--- src/rtl/frame_assembler_mc.sv ---
// Packs CH_NUM sound channels and flight parameters into one frame per msec tick, double-banked.
// Optional build macro FRAME_HDR_EN prepends a {16'hFFFF, 8'h00, 4'h0, frame_cnt} header word.
module frame_assembler_mc #(
    parameter int CH_NUM      = 2,
    parameter int SAMPLES     = 500,
    parameter int PARAMS      = 12,
    parameter int PARAM_TOTAL = 48,
    parameter int AW          = 10
) (
    input  logic                   clock,
    input  logic                   reset_n,
    input  logic                   start_en,
    input  logic                   tick,
    output logic [8:0]             snd_addr,
    input  logic [CH_NUM*16-1:0]   snd_q,
    output logic [7:0]             par_addr,
    input  logic [31:0]            par_q,
    output logic                   wr_en,
    output logic [AW:0]            wr_addr,
    output logic [31:0]            wr_data,
    output logic [1:0]             frame_rdy,
    input  logic [1:0]             tx_done,
    output logic [3:0]             frame_cnt,
    output logic                   overrun,
    output logic                   drop
);

    localparam int PAIRS = CH_NUM / 2;

    typedef enum logic [2:0] {
        S_ARM,
        S_WAIT,
        S_SND_RD,
        S_SND_WR,
        S_PAR_RD,
        S_PAR_WR,
        S_DONE
    } state_t;

    state_t          state;
    logic            tick_q;
    logic            tick_edge;
    logic            bank;
    logic [AW-1:0]   idx;
    logic [2:0]      pair;
    logic [7:0]      par_cnt;
    logic [31:0]     pair_word;

    assign tick_edge = tick & ~tick_q;

    // Pair k carries channels {2k+1, 2k}; snd_q holds steady while snd_addr is unchanged.
    always_comb begin
        pair_word = '0;
        for (int k = 0; k < PAIRS; k++) begin
            if (pair == 3'(k))
                pair_word = snd_q[32*k +: 32];
        end
    end

    always_ff @(posedge clock or negedge reset_n) begin
        if (!reset_n) begin
            state     <= S_ARM;
            tick_q    <= 1'b0;
            bank      <= 1'b0;
            idx       <= '0;
            pair      <= '0;
            par_cnt   <= '0;
            snd_addr  <= '0;
            par_addr  <= '0;
            wr_en     <= 1'b0;
            wr_addr   <= '0;
            wr_data   <= '0;
            frame_rdy <= '0;
            frame_cnt <= '0;
            overrun   <= 1'b0;
            drop      <= 1'b0;
        end else begin
            tick_q  <= tick;
            wr_en   <= 1'b0;
            overrun <= 1'b0;
            drop    <= 1'b0;

            // A bank being completed this cycle stays full even if tx_done clears it.
            for (int b = 0; b < 2; b++) begin
                if (state == S_DONE && bank == 1'(b))
                    frame_rdy[b] <= 1'b1;
                else if (tx_done[b])
                    frame_rdy[b] <= 1'b0;
            end

            if (tick_edge && state != S_ARM && state != S_WAIT)
                overrun <= 1'b1;

            case (state)
                S_ARM: begin
                    if (start_en)
                        state <= S_WAIT;
                end
                S_WAIT: begin
                    if (tick_edge) begin
                        if (!start_en) begin
                            state <= S_ARM;
                        end else if (frame_rdy[bank]) begin
                            drop <= 1'b1;
                        end else begin
                            snd_addr <= '0;
                            pair     <= '0;
                            par_cnt  <= '0;
                            state    <= S_SND_RD;
`ifdef FRAME_HDR_EN
                            wr_en    <= 1'b1;
                            wr_addr  <= {bank, {AW{1'b0}}};
                            wr_data  <= {16'hFFFF, 8'h00, 4'h0, frame_cnt};
                            idx      <= AW'(1);
`else
                            idx      <= '0;
`endif
                        end
                    end
                end
                S_SND_RD: state <= S_SND_WR;
                S_SND_WR: begin
                    wr_en   <= 1'b1;
                    wr_addr <= {bank, idx};
                    wr_data <= pair_word;
                    idx     <= idx + 1'b1;
                    if (pair == 3'(PAIRS - 1)) begin
                        pair <= '0;
                        if (snd_addr == 9'(SAMPLES - 1)) begin
                            state <= S_PAR_RD;
                        end else begin
                            snd_addr <= snd_addr + 9'd1;
                            state    <= S_SND_RD;
                        end
                    end else begin
                        pair <= pair + 3'd1;
                    end
                end
                S_PAR_RD: state <= S_PAR_WR;
                S_PAR_WR: begin
                    wr_en   <= 1'b1;
                    wr_addr <= {bank, idx};
                    wr_data <= par_q;
                    idx     <= idx + 1'b1;
                    // The flight table pointer wraps freely, including mid-frame.
                    if (par_addr == 8'(PARAM_TOTAL - 1))
                        par_addr <= '0;
                    else
                        par_addr <= par_addr + 8'd1;
                    if (par_cnt == 8'(PARAMS - 1)) begin
                        state <= S_DONE;
                    end else begin
                        par_cnt <= par_cnt + 8'd1;
                        state   <= S_PAR_RD;
                    end
                end
                S_DONE: begin
                    frame_cnt <= frame_cnt + 4'd1;
                    bank      <= ~bank;
                    state     <= start_en ? S_WAIT : S_ARM;
                end
                default: state <= S_ARM;
            endcase
        end
    end

endmodule

--- config.mk ---
export PLATFORM = sky130hd
export DESIGN_NAME = frame_assembler_mc
export DESIGN_NICKNAME = d
export VERILOG_FILES = /design/src/rtl/frame_assembler_mc.sv
export SDC_FILE = /design/constraint.sdc
export NUM_CORES = 1
export LEC_CHECK = 0
export ABC_CLOCK_PERIOD_IN_PS = 2200
export CORE_ASPECT_RATIO = 0.6
export CORE_MARGIN = 4
export CORE_UTILIZATION = 48
export DETAILED_ROUTE_END_ITERATION = 16
export PLACE_DENSITY = 0.81
export SLEW_MARGIN = 30
export SYNTH_ARGS = -nofsm -noshare
export SYNTH_HDL_FRONTEND = slang
export SYNTH_SLANG_ARGS = --single-unit
--- constraint.sdc ---
create_clock -name clock -period 2.2 [get_ports clock]
set_input_delay 0.33 -clock clock [delete_from_list [all_inputs] [get_ports clock]]
set_output_delay 0.33 -clock clock [all_outputs]
set_load 0.05 [all_outputs]
Yosys cells after proc, flatten, opt, wreduce, memory -nomap -nowiden
Index checks and enable logic that the tools add are counted.
{"block": "classes", "n_addsub": 6, "mul": 0, "n_div": 0, "order_cmp": 1, "eq_ne": 18, "shifts": 0, "n_mux": 44, "n_bitwise": 3, "n_reduce_logical": 19}
{"op": "$pmux W32 S2", "count": 1}
{"op": "$mux W9", "count": 5}
{"op": "$mux W8", "count": 5}
{"op": "$mux W32", "count": 1}
{"op": "$mux W10", "count": 3}
{"op": "$mux W3", "count": 10}
{"op": "$pmux W3 S7", "count": 1}
{"op": "$pmux W10 S2", "count": 1}
{"op": "$pmux W9 S2", "count": 1}
{"op": "$add A8 B1 Y8 const B", "count": 2}
{"op": "$pmux W8 S2", "count": 1}
{"op": "$ne A2 B2 Y1 const B", "count": 7}
{"op": "$mux W1", "count": 13}
{"op": "$reduce_and A4 Y1", "count": 3}
{"op": "$reduce_bool A2 Y1", "count": 6}
{"op": "$add A10 B1 Y10 const B", "count": 1}
{"op": "$add A9 B1 Y9 const B", "count": 1}
{"op": "$eq A3 B3 Y1 const B", "count": 3}
{"op": "$eq A9 B9 Y1 const B", "count": 1}
{"op": "$eq A8 B4 Y1 const B", "count": 1}
{"op": "$eq A8 B6 Y1 const B", "count": 1}
{"op": "$eq A3 B2 Y1 const B", "count": 2}
{"op": "$logic_not A3 Y1", "count": 2}
{"op": "$pmux W3 S2", "count": 1}
{"op": "other kinds (14)", "count": 18}
{"block": "word_totals", "regBits": 95, "latchBits": 0, "mem_bits_rw": 0, "mem_bits_ro": 0, "input_bits": 70, "word_cells": 107, "n_memories": 0}

Longest topological paths before layout
Gate-level depths: netlist of the first run.
{"block": "logic_depth", "ltp_word": 6, "ltp_mapped": 8, "ltp_nobuf": 6}

Worst setup path after synthesis of the first run
Ideal clock, no wire load.
{"block": "synth_path", "path_kind": "register to register", "startpoint": "register snd_addr[0]", "endpoint": "register snd_addr[3]", "arrival_ns": 1.921, "required_ns": 2.074, "setup_slack_ns": 0.153, "stages_incl_launch_ff": 6, "path_buffers": 0, "synth_period_minus_slack_ns": 2.047, "cell_sequence": "dfrtp_1 ha_1 and4bb_1 a211oi_4 nor2_2 a221o_1"}
{"block": "synth_between", "elab_chain_cells": 4, "elab_cells_between_ends": 7}
{"element": "start, declared", "line": "14", "rtl": "output logic [8:0] snd_addr,"}
{"element": "start signal, assigned", "line": "132", "rtl": "snd_addr <= snd_addr + 9'd1;"}
{"element": "$add A9 B1 Y9", "line": "132"}
{"element": "$mux W9", "line": "129", "rtl": "if (snd_addr == 9'(SAMPLES - 1)) begin"}
{"element": "$mux W9", "line": "127", "rtl": "if (pair == 3'(PAIRS - 1)) begin"}
{"element": "$pmux W9 S2", "line": "94", "rtl": "case (state)"}
Parallel ways exist; a longest one is shown, timed or not. The select of a mux whose other input is x is not followed.
A chain may end at the register's enable or synchronous reset.

Worst setup path after layout of the first run
{"block": "layout_path", "startpoint": "register snd_addr[3]", "endpoint": "output port snd_addr[3]"}
No word-level cell between the ends.

==> results_dict.tcl, run 1 <==
set metrics [dict create \
    ir_worst_vdd_mv 0.764 \
    io_pins 139 \
    cap_violations 0 \
    grt_use_total 0.219 \
    synth.distinct_cells 58 \
    slowest_delay_ns 0.86 \
    syn_area_um2 4750 \
    num_vias 4187 \
    wire_per_inst_um 16.4 \
    cts_resized 0 \
    path_buf_inv 1 \
    vias_per_cell 5.54 \
    num-nets-final 699 \
    slew_violations 0 \
    grt_pass1_vias 4171 \
    arrival_ns 1.70 \
    drc 0 \
    crit_chain "clkdlybuf4s50_1" \
    first_iter_violations 274 \
    worstSetupPathDepth 1 \
    p_seq_frac 0.328 \
    synth-main-ff-cell "dfrtp_1" \
    power.net_switching_w 0.00323 \
    start_util 0.506 \
    yosysWarnings 0 \
    final_cell_mix "clkdlybuf4s50_1 (137), dfrtp_1 (95), nand2_1 (54)" \
    syn_nets 566 \
    startpoint_type "flop" \
    cts_buffer_depth 2 \
    synth_edf_count 0 \
    drt-total-wl_mm 12.4 \
    fp.dieArea_um2 11600 \
    worstMarginPinSlew_ns 0.733 \
    clockPowerShare 0.223 \
    grt_max_degree 64 \
    sw_frac_of_total 0.413 \
    drive_above_1_share 0.101 \
    status "finished clean" \
    power_per_cell_area_nw_per_um2 1180 \
    core_um2 9390 \
    hold_violations 0 \
    clk_latency_ns 0.34 \
    ctsHtreeMaxLevel 3 \
    crit_path_start "snd_addr[3]" \
    grt-ovfl-total 0 \
    clk_pin_slew_ns 0.06 \
    fmax_mhz 493 \
    numClockSinks 95 \
    whs_ns 0.470 \
    syn_inst 489 \
    hold_path_class "primary input to asynchronous set/reset pin" \
    min_period_ns 2.03 \
    area_growth_pct 39.4 \
    syn-mean-instance-area_um2 9.72 \
    reg2reg_from "state[2]" \
    path_delay_family "buffers and inverters" \
    fin_skew_ns 0.00702 \
    drt-pass1-iter-count 5 \
    worstSetupEndpointType "output pin" \
    crit_path_max_fanout 9 \
    grt_first_pass_wirelength_mm 20.7 \
    finalSetupViolCount 0 \
    antenna_found_initial 0 \
    final_common_cell "clkdlybuf4s50_1" \
    die_w_um 136 \
    place_hpwl_mm 9.04 \
    maxSlewHeadroom 0.504 \
    pwr-share-comb 0.449 \
    synthArstFlopShare 1.00 \
    worstSetupPathType "flop to output pin" \
    rows 27 \
    place_congestion 0.889 \
    yosysSeqAreaShare 0.500 \
    crit_required_ns 1.87 \
    synth_seq_cells 95 \
    root_buffer "clkbuf_16" \
    r2r-end "wr_data[27]" \
    post-cts-setup-buffer-count 0 \
    die_h_um 85.1 \
    pre_cts_ws_ns -0.00961 \
    period_share 0.922 \
    rsz0062_at_grt "false" \
    tritoncts "yes" \
    leakage_nw 2.85 \
    numCtsBuffers 9 \
    crit_slowest_cell "clkdlybuf4s50_1" \
    p_int_w 0.00459 \
    port_buffers 138 \
    ant_nets 0 \
    r2r_slack_ns 0.25 \
    diodes 0 \
    worstRegToRegCells 5 \
    fin_ws_ns 0.172 \
]
[through the flow]
step / utilization / power [W] / cells / cell area (um2) / TNS, ns
after floorplan: - / 0.00485 / 489 / 4750 / 0
after global placement: 0.668 / 0.00602 / 740 / 6280 / 0
after detailed placement: 0.668 / 0.00610 / 740 / 6280 / -0.00961
after CTS: 0.705 / 0.00787 / 756 / 6620 / 0
after global routing: 0.705 / 0.00825 / 756 / 6620 / 0
final: 0.705 / 0.00782 / 756 / 6620 / 0
[cell usage after synthesis (3+ instances only)]
cell | instances | area (um2)
nand4_1 | 11 | 68.8
nor3_1 | 3 | 15.0
o22ai_1 | 3 | 18.8
buf_2 | 13 | 65.1
nand3_1 | 41 | 205
o21ai_0 | 15 | 75.1
mux2i_1 | 4 | 40.0
buf_6 | 4 | 45.0
nand2_1 | 54 | 203
mux2_2 | 16 | 180
a21oi_1 | 16 | 80.1
nor2_1 | 53 | 199
or3_2 | 3 | 22.5
ha_1 | 7 | 87.6
and4_1 | 4 | 35.0
nand2b_1 | 4 | 25.0
inv_1 | 8 | 30.0
xnor2_1 | 4 | 35.0
dfrtp_1 | 95 | 2380
or4_1 | 4 | 30.0
nor2b_1 | 4 | 25.0
a221o_1 | 4 | 40.0
a21o_1 | 3 | 22.5
or2_2 | 3 | 18.8
and2_1 | 3 | 18.8
a22o_1 | 6 | 52.6
a31oi_1 | 35 | 219
o31ai_1 | 3 | 22.5
xor2_1 | 8 | 70.1
and3_1 | 11 | 68.8
clkbuf_1 | 13 | 48.8
[power by group through the flow]
| stage | registers (W) | clock network, W | logic, W |
|---|---|---|---|
| 4_1_cts | 0.00256 | 0.00178 | 0.00353 |
| 5_1_grt | 0.00264 | 0.00186 | 0.00375 |
| 6_report | 0.00256 | 0.00175 | 0.00351 |
| 2_1_floorplan | 0.00366 | 0 | 0.00119 |
| 3_5_place_dp | 0.00258 | 0 | 0.00351 |
| 3_3_place_gp | 0.00255 | 0 | 0.00347 |
[cells by family (layout without fill, tap and decap cells)]
kind of cell,after synthesis,after routing,synth area share
DFF,95,95,0.500
xor gates and xnor gates,12,12,0.0221
and+or+nand+nor,210,210,0.218
adders and majority gates,7,7,0.0184
buffers and inverters,41,178,0.0437
AOI/OAI and AO/OA,103,103,0.146
muxes,21,21,0.0511
[registers in the layout (all words and copies together), names as in the netlist]
| signal | count |
|---|---|
| idx | 10 |
| wr_addr | 11 |
| snd_addr | 9 |
| overrun | 1 |
| pair | 3 |
| bank | 1 |
| par_cnt | 8 |
| wr_data | 32 |
| par_addr | 8 |
| tick_q | 1 |
| frame_cnt | 4 |
| drop | 1 |
| wr_en | 1 |
| frame_rdy | 2 |
| state | 3 |
[per-layer routing]
metal	wire length [um]	up-vias	global-route usage
met4	19	0	0.0430
met2	5730	126	0.344
met3	953	2	0.0658
met1	5670	2033	0.304
met5	0	-	0
li1	-	2026	-
[worst max-delay path by stage]
stage | endpoint | slack (ns)
detailed placement | idx[7] | -0.01
finish | snd_addr[3] | 0.17
floorplan | snd_addr[3] | 0.15
global placement | idx[9] | 0.07
global route | snd_addr[3] | 0.1
CTS | snd_addr[3] | 0.16
[cell type report]
class / count / area, um2
fill: 731 / 2770
sequential: 95 / 2380
multi-input combinational: 353 / 2170
timing repair buffer: 155 / 1550
clock buffer: 9 / 225
tap: 130 / 163
clock inverter: 6 / 110
inverter: 8 / 30.0
[timing repair]
item                                    in CTS  in global routing
endpoints found under the setup margin       0                  0
hold buffers                                 1                  0
hold endpoints to repair                    32                  0
Power figures use the tool's default switching activity.
==> inputs of run 2 (changes only) <==
--- a/config.mk
+++ b/config.mk
@@ -8,9 +8,10 @@
 export ABC_CLOCK_PERIOD_IN_PS = 2200
 export CORE_ASPECT_RATIO = 0.6
 export CORE_MARGIN = 4
-export CORE_UTILIZATION = 48
+export CORE_UTILIZATION = 49
+export CTS_BUF_LIST = sky130_fd_sc_hd__clkbuf_4 sky130_fd_sc_hd__clkbuf_8
 export DETAILED_ROUTE_END_ITERATION = 16
-export PLACE_DENSITY = 0.81
+export PLACE_DENSITY = 0.82
 export SLEW_MARGIN = 30
 export SYNTH_ARGS = -nofsm -noshare
 export SYNTH_HDL_FRONTEND = slang
==> run 2 against run 1 <==
Net effect: non-clock buffer count shrank 1; sequential share of layout area rose by 0.64 points; largest power group unchanged; core utilization decreased by 0.74 points; die area is 1.9% lower; largest cell class unchanged; critical endpoint unchanged; highest routed layer unchanged.
==> results_dict.tcl, run 2 (synthesis gave the netlist of run 1 again) <==
set metrics [dict create \
    min_period_ns 2.08 \
    crit_chain "clkdlybuf4s50_1" \
    area_growth_pct 36.9 \
    die_w_um 135 \
    crit_required_ns 1.87 \
    fp.dieArea_um2 11400 \
    hold_violations 0 \
    slew_violations 0 \
    grt_max_degree 66 \
    status "finished clean" \
    worstRegToRegCells 4 \
    worstSetupEndpointType "output pin" \
    ctsHtreeMaxLevel 3 \
    power.net_switching_w 0.00324 \
    diodes 0 \
    p_seq_frac 0.347 \
    power_per_cell_area_nw_per_um2 1130 \
    final_cell_mix "clkdlybuf4s50_1 (137), dfrtp_1 (95), nand2_1 (54)" \
    drt-pass1-iter-count 5 \
    final_common_cell "clkdlybuf4s50_1" \
    wire_per_inst_um 16.5 \
    tritoncts "yes" \
    first_iter_violations 227 \
    pre_cts_ws_ns 0.0193 \
    numClockSinks 95 \
    regMostFlops "wr_data" \
    fin_ws_ns 0.119 \
    setup_tns_ns 0 \
    maxSlewHeadroom 0.506 \
    period_share 0.946 \
    drive_above_1_share 0.101 \
    clk_pin_slew_ns 0.09 \
    fin_skew_ns 0.0105 \
    num_vias 4304 \
    startpoint_type "flop" \
    worstMarginPinSlew_ns 0.731 \
    path_delay_family "buffers and inverters" \
    worstSetupPathType "flop to output pin" \
    grt_pass1_vias 4269 \
    grt_use_total 0.226 \
    clockPowerShare 0.177 \
    vias_per_cell 5.69 \
    place_hpwl_mm 9.14 \
    rows 27 \
    drt-total-wl_mm 12.5 \
    port_buffers 138 \
    utilization 0.698 \
    fmax_mhz 481 \
    path_buf_inv 1 \
    fill_cells 706 \
    numCtsBuffers 9 \
    antenna_found_initial 0 \
    place_congestion 0.831 \
    ir_worst_vdd_mv 0.709 \
    worstSetupPathDepth 1 \
    root_buffer "clkbuf_8" \
    io_pins 139 \
    ant_nets 0 \
    grt-ovfl-total 0 \
    rsz0062_at_grt "false" \
    leakage_nw 2.79 \
    p_int_w 0.00413 \
    r2r_slack_ns 0.20 \
    pwr-share-comb 0.475 \
    crit_path_max_fanout 9 \
    whs_ns 0.452 \
    clk_latency_ns 0.38 \
    slowest_delay_ns 0.87 \
    grt_first_pass_wirelength_mm 20.9 \
    start_util 0.510 \
    cap_violations 0 \
    arrival_ns 1.75 \
    largest_reg_flops 32 \
    die_h_um 84.3 \
    drc 0 \
    num-nets-final 698 \
    reg_top3 "wr_data: 32 flops, wr_addr: 11 flops, idx: 10 flops" \
    core_um2 9320 \
    crit_slowest_cell "clkdlybuf4s50_1" \
    min_delay_path_depth 1 \
    finalSetupViolCount 0 \
    cts_buffer_depth 2 \
    hold_path_class "primary input to flop" \
    sw_frac_of_total 0.440 \
    post-cts-setup-buffer-count 0 \
]
==> run 2: layout make-up <==
| class | count | area, um2 | area share |
|---|---|---|---|
| clock buffers | 9 | 124 | 0.0190 |
| multi-input cells | 353 | 2170 | 0.334 |
| flip-flops and latches | 95 | 2380 | 0.365 |
| well taps | 130 | 163 | 0.0250 |
| clock inverters | 7 | 103 | 0.0158 |
| repair buffers | 154 | 1540 | 0.237 |
| inverters | 8 | 30.0 | 0.00462 |
==> run 2: what timing repair did <==
action                                 CTS  global route
hold buffers                             1             0
resized for setup                        0             0
endpoints found under the hold margin   46             0
==> run 2: stage by stage <==
stage,cell area (um2),instances,power (W)
2_1_floorplan,4750,489,0.00485
3_3_place_gp,6270,739,0.00599
3_5_place_dp,6270,739,0.00609
4_1_cts,6500,756,0.00741
5_1_grt,6500,756,0.00778
6_report,6500,756,0.00737
==> run 2: power by group through the flow <==
stage                     combinational (W)  clock, W  sequential, W
after detailed placement            0.00350         0        0.00259
after global placement              0.00344         0        0.00255
after floorplan                     0.00119         0        0.00366
final                               0.00350   0.00131        0.00256
after CTS                           0.00352   0.00133        0.00256
after global routing                0.00374   0.00141        0.00263
==> run 2: layer usage <==
layer | GRT usage | vias up | share of wire
li1 | - | 2036 | -
met5 | 0 | - | 0
met1 | 0.319 | 2082 | 0.46
met4 | 0.0512 | 0 | 0.0084
met2 | 0.339 | 173 | 0.46
met3 | 0.0760 | 13 | 0.076
==> run 2: worst paths after layout <==
check                                   from           end
worst max-delay path             snd_addr[3]   snd_addr[3]
worst min-delay path                    tick        tick_q
worst max register to register      state[2]    par_cnt[2]
worst min register to register  frame_cnt[3]  frame_cnt[3]
max in group asynchronous            reset_n   snd_addr[1]
min in group asynchronous            reset_n    par_cnt[6]
